--- src/rtl/apb_pkg.sv ---
// Shared types for the APB initiator: FSM state and transfer direction.
package apb_pkg;

    typedef enum logic [1:0] {
        StIdle   = 2'd0,
        StSetup  = 2'd1,
        StAccess = 2'd2
    } apb_state_e;

    typedef enum logic {
        Read  = 1'b0,
        Write = 1'b1
    } e_rw;

endpackage

--- src/rtl/apb_timeout_ctr.sv ---
// Counts ACCESS wait cycles and flags the cycle in which the wait limit is reached.
module apb_timeout_ctr #(
    parameter int unsigned Limit = 16
) (
    input  logic clk_i,
    input  logic reset_i,
    input  logic clear_i,
    input  logic enable_i,
    output logic expired_o
);

    localparam int unsigned CntW = (Limit == 0) ? 1 : $clog2(Limit + 1);
    localparam logic [CntW-1:0] LimitC = CntW'(Limit);
    localparam logic [CntW:0]   LimitX = (CntW + 1)'(Limit);

    logic [CntW-1:0] cnt_q, cnt_d;
    logic [CntW:0]   cnt_next_ext;

    // Next count: clear wins, otherwise increment while enabled and saturate at the limit.
    always_comb begin
        cnt_d = cnt_q;
        if (clear_i) begin
            cnt_d = '0;
        end else if (enable_i && (cnt_q != LimitC)) begin
            cnt_d = cnt_q + CntW'(1);
        end
    end

    // Expired when the current wait cycle (count so far plus this one) reaches the limit.
    always_comb begin
        cnt_next_ext = {1'b0, cnt_q} + (CntW + 1)'(1);
        expired_o    = (Limit != 0) && enable_i && !clear_i && (cnt_next_ext >= LimitX);
    end

    // Counter register.
    always_ff @(posedge clk_i or posedge reset_i) begin
        if (reset_i) begin
            cnt_q <= '0;
        end else begin
            cnt_q <= cnt_d;
        end
    end

endmodule

--- src/rtl/apb_initiator.sv ---
// Single-outstanding APB initiator: command in, one APB transfer, one-cycle response pulse.
module apb_initiator
    import apb_pkg::*;
#(
    parameter int unsigned addrWidth     = 32,
    parameter int unsigned dataWidth     = 8,
    parameter int unsigned timeoutCycles = 16
) (
    input  logic                 clk,
    input  logic                 reset,
    input  logic                 cmd_valid,
    output logic                 cmd_ready,
    input  logic                 cmd_write,
    input  logic [addrWidth-1:0] cmd_addr,
    input  logic [dataWidth-1:0] cmd_wdata,
    output logic                 rsp_valid,
    output logic [dataWidth-1:0] rsp_rdata,
    output logic                 rsp_err,
    output logic [addrWidth-1:0] paddr,
    output logic                 psel,
    output logic                 penable,
    output logic                 pwrite,
    output logic [dataWidth-1:0] pwdata,
    input  logic [dataWidth-1:0] prdata,
    input  logic                 pready,
    input  logic                 pslverr
);

    apb_state_e           state_q, state_d;
    logic [addrWidth-1:0] paddr_q, paddr_d;
    e_rw                  rw_q, rw_d;
    logic [dataWidth-1:0] pwdata_q, pwdata_d;
    logic                 rsp_valid_q, rsp_valid_d;
    logic [dataWidth-1:0] rsp_rdata_q, rsp_rdata_d;
    logic                 rsp_err_q, rsp_err_d;
    logic                 to_clear, to_enable, to_expired;

    // Wait cycles only count while in ACCESS with the slave stalling.
    assign to_clear  = (state_q != StAccess);
    assign to_enable = (state_q == StAccess) && !pready;

    apb_timeout_ctr #(
        .Limit(timeoutCycles)
    ) u_timeout_ctr (
        .clk_i    (clk),
        .reset_i  (reset),
        .clear_i  (to_clear),
        .enable_i (to_enable),
        .expired_o(to_expired)
    );

    // Next-state and APB control decode; pready is checked before the timeout.
    always_comb begin
        state_d     = state_q;
        paddr_d     = paddr_q;
        rw_d        = rw_q;
        pwdata_d    = pwdata_q;
        rsp_valid_d = 1'b0;
        rsp_rdata_d = rsp_rdata_q;
        rsp_err_d   = rsp_err_q;
        cmd_ready   = 1'b0;
        psel        = 1'b0;
        penable     = 1'b0;
        unique case (state_q)
            StIdle: begin
                cmd_ready = 1'b1;
                if (cmd_valid) begin
                    paddr_d  = cmd_addr;
                    rw_d     = e_rw'(cmd_write);
                    pwdata_d = cmd_wdata;
                    state_d  = StSetup;
                end
            end
            StSetup: begin
                psel    = 1'b1;
                state_d = StAccess;
            end
            StAccess: begin
                psel    = 1'b1;
                penable = 1'b1;
                if (pready) begin
                    rsp_valid_d = 1'b1;
                    rsp_rdata_d = (rw_q == Read) ? prdata : '0;
                    rsp_err_d   = pslverr;
                    state_d     = StIdle;
                end else if (to_expired) begin
                    rsp_valid_d = 1'b1;
                    rsp_rdata_d = '0;
                    rsp_err_d   = 1'b1;
                    state_d     = StIdle;
                end
            end
            default: begin
                state_d = StIdle;
            end
        endcase
    end

    // State, APB address/data and response registers.
    always_ff @(posedge clk or posedge reset) begin
        if (reset) begin
            state_q     <= StIdle;
            paddr_q     <= '0;
            rw_q        <= Read;
            pwdata_q    <= '0;
            rsp_valid_q <= 1'b0;
            rsp_rdata_q <= '0;
            rsp_err_q   <= 1'b0;
        end else begin
            state_q     <= state_d;
            paddr_q     <= paddr_d;
            rw_q        <= rw_d;
            pwdata_q    <= pwdata_d;
            rsp_valid_q <= rsp_valid_d;
            rsp_rdata_q <= rsp_rdata_d;
            rsp_err_q   <= rsp_err_d;
        end
    end

    assign paddr     = paddr_q;
    assign pwrite    = (rw_q == Write);
    assign pwdata    = pwdata_q;
    assign rsp_valid = rsp_valid_q;
    assign rsp_rdata = rsp_rdata_q;
    assign rsp_err   = rsp_err_q;

endmodule

--- config.mk ---
export PLATFORM = sky130hd
export DESIGN_NAME = apb_initiator
export DESIGN_NICKNAME = d
export VERILOG_FILES = /design/src/rtl/apb_pkg.sv /design/src/rtl/apb_timeout_ctr.sv /design/src/rtl/apb_initiator.sv
export SDC_FILE = /design/constraint.sdc
export NUM_CORES = 1
export LEC_CHECK = 0
export ABC_AREA = 1
export CAP_MARGIN = 10
export CORE_MARGIN = 2
export CORE_UTILIZATION = 25
export DETAILED_ROUTE_END_ITERATION = 6
export PLACE_DENSITY = 0.64
export SYNTH_ARGS = -nofsm -noshare
export SYNTH_HDL_FRONTEND = slang
export SYNTH_SLANG_ARGS = --single-unit
--- constraint.sdc ---
create_clock -name clk -period 1.7 [get_ports clk]
set_input_delay 0.17 -clock clk [delete_from_list [all_inputs] [get_ports clk]]
set_output_delay 0.17 -clock clk [all_outputs]
set_load 0.01 [all_outputs]
==> results.toml <==
[yosys]
ys_seq_area_frac = 0.593
ys_types = 22
synthSimpleGateAreaFrac = 0.318
ys_ff_latch = 58
synth_fa_ha_area_frac = 0.0255
synth-compound-area-share = 0.0133
syn-instance-count = 276
syn_avg_cell_area_um2 = 8.87
ys_warn_count = 0
syn_nets = 335
syn_area_um2 = 2450
synth_top_family_by_area = "simple AND/OR/NAND/NOR gates"
yosys-mux-area-fraction = 0
synth-xor-area-share = 0.00715

[grt]
antenna_found_initial = 0
grt_max_degree = 41
grt_pass1_wl_um = 10600
grt_pass1_vias = 2283
globalRouteOverflowTotal = 0
grtUsageTotal = 0.129

[timing]
finalSetupTns_ns = 0
finalCriticalPeriod_ns = 1.53
max_freq_ghz = 0.653
setup_viol = 0
fin_skew_ns = 0.00350
slew_violations = 0
relSlewSlack = 0.707
tightest_slew_ns = 0.438
hold_viol_final = 0
holdWs_ns = 0.159
final.period_utilization = 0.900
rsz0062_at_grt = "no"

[floorplan]
io_pins = 108
die_width_um = 103
dieArea_um2 = 10600
initial_utilization = 0.254
core_area_um2 = 9640
die-height_um = 103
placementRows = 36

[power]
p_leak_nw = 1.84
p_clk_frac = 0.171
switching_share = 0.351
combPwrFrac = 0.451
p_switching_w = 0.00217
cellPowerDensity_nw_per_um2 = 1590
ir_drop_mv = 0.554
power_frac_seq = 0.378
p_int_w = 0.00401

[setup_path]
r2r-start = "u_timeout_ctr.cnt_q[0]"
required_ns = 1.53
path_class = "register to output port"
cp-start-kind = "register"
crit_chain = "inv_1, ha_1, dlygate4sd2_1"
cpPeakStageDelay_ns = 0.38
worstSetupEndpointType = "output port"
rrSetupSlack_ns = 0.23
slowest_stage = "dfrtp_1"
r2r_end = "state_q[1]"
crit_end = "psel"
arrival_ns = 1.36
rr_worst_depth = 8
cp_max_fo = 3
startpoint = "state_q[0]"

[flow_run]
cap_viol_max_count = 0

[route]
first_pass_iters = 4
drc = 0
routed_wirelength_um = 6430
vias_per_cell = 4.21
wl_per_cell_um = 12.2
vias = 2217
drt_iter0_markers = 46
ant_nets = 0

[layout]
fin_util = 0.402
areaGrowthSynthToFinish_pct = 58.2
layout-drive-gt1-share = 0.0891
layout_commonest_cell = "nand2_1"
finalInstanceArea_um2 = 3870
stdcell_count = 526
layout_common_cells = "nand2_1, clkdlybuf4s50_1, dfrtp_1, nand3_1"
num_antenna_cells = 0
nets = 449

[clock_network]
clkSlewWorstSetupHoldPaths_ns = 0.06
cts-hold-fix-buffers = 0
cts.htree.levels = 3
cts.sinks = 58
cts_buffers = 9
clockRootBuffer = "clkbuf_8"
clk_latency_ns = 0.33
max-clock-path-buffers = 2
cts_tree = "done"
postCtsSetupRepairBufs = 0

[place]
globalplace.congestion = 0.849
hpwl_um = 4630
io_buffers = 107
dp.cells = 512
placed_area_um2 = 3720

[hold_path]
hp-class = "primary input to async pin"

[status]
outcome = "finished clean"
==> sequential cells by signal, summed over array words and instances (netlist names) <==
| signal | flops |
|---|---|
| u_timeout_ctr.cnt_q | 5 |
| rsp_err | 1 |
| pwrite | 1 |
| rsp_valid | 1 |
| rsp_rdata | 8 |
| paddr | 32 |
| pwdata | 8 |
| state_q | 2 |
==> cells in the mapped netlist <==
cell type | instances | area share
o21ai_1 | 3 | 0.0061
clkbuf_1 | 4 | 0.0061
buf_2 | 6 | 0.012
nand4_1 | 10 | 0.026
nor2_1 | 2 | 0.0031
inv_2 | 3 | 0.0046
xnor2_1 | 1 | 0.0036
inv_1 | 9 | 0.014
clkinv_1 | 1 | 0.0015
o21ai_0 | 1 | 0.0020
ha_1 | 5 | 0.026
xor2_1 | 1 | 0.0036
nor2_4 | 1 | 0.0046
nand2_4 | 1 | 0.0046
nand3_1 | 14 | 0.029
buf_6 | 1 | 0.0046
nand3_4 | 1 | 0.0072
dfrtp_1 | 58 | 0.59
o22ai_1 | 2 | 0.0051
nand2_1 | 145 | 0.22
nand2_2 | 4 | 0.010
nand3_2 | 3 | 0.012
==> worst max-delay path, delay by kind of cell (launching register included) <==
family                   cells  cell delay (ns)
buffers and inverters        2             0.37
adder cells (fa/ha/maj)      1             0.28
flip-flops                   1             0.38
==> power by group through the flow <==
| stage | logic [W] | clock network, W | registers (W) |
|---|---|---|---|
| 2_1_floorplan | 0.000941 | 0 | 0.00258 |
| 3_3_place_gp | 0.00282 | 0 | 0.00234 |
| 3_5_place_dp | 0.00287 | 0 | 0.00234 |
| 4_1_cts | 0.00285 | 0.00110 | 0.00234 |
| 5_1_grt | 0.00311 | 0.00117 | 0.00241 |
| 6_report | 0.00278 | 0.00106 | 0.00233 |
==> routing by layer <==
layer  GRT usage  vias to the layer above  part of all wire
met1       0.159                     1044              0.44
met4      0.0607                        0             0.014
met5           0                        -                 0
li1            -                     1093                 -
met2       0.208                       72              0.47
met3      0.0386                        8             0.069
==> worst min path at each step <==
stage,end,slack [ns],cells past startpoint
after floorplan,paddr[0],0.28,2
after global placement,pwdata[4],0.46,2
after detailed placement,paddr[23],0.46,2
after CTS,paddr[20],0.16,2
after global routing,paddr[5],0.19,2
final,paddr[4],0.16,2
==> cell families after synthesis <==
family | after synthesis
AO/OA/AOI/OAI | 6
XOR/XNOR | 2
adder cells (fa/ha/maj) | 5
buffers and inverters | 24
flip-flops | 58
AND/OR/NAND/NOR | 181
==> through the flow <==
stage | power (W) | setup slack, ns
floorplan | 0.00352 | 0.102
global placement | 0.00516 | 0.271
detailed placement | 0.00521 | 0.233
CTS | 0.00628 | 0.149
global route | 0.00668 | 0.0709
finish | 0.00617 | 0.169
==> layout make-up <==
class / instances / area, um^2
well taps: 133 / 166
clock buffers: 10 / 138
inverters: 13 / 48.8
clock inverters: 4 / 20.0
repair buffers: 114 / 1160
fillers: 991 / 5770
flip-flops and latches: 58 / 1450
multi-input cells: 194 / 892
==> timing repair <==
action / in CTS / in global routing
resized for setup: 3 / 0
endpoints found under the setup margin: 3 / 0
hold endpoints to repair: 0 / 0
Note: power is estimated with default switching activity, not from simulation.
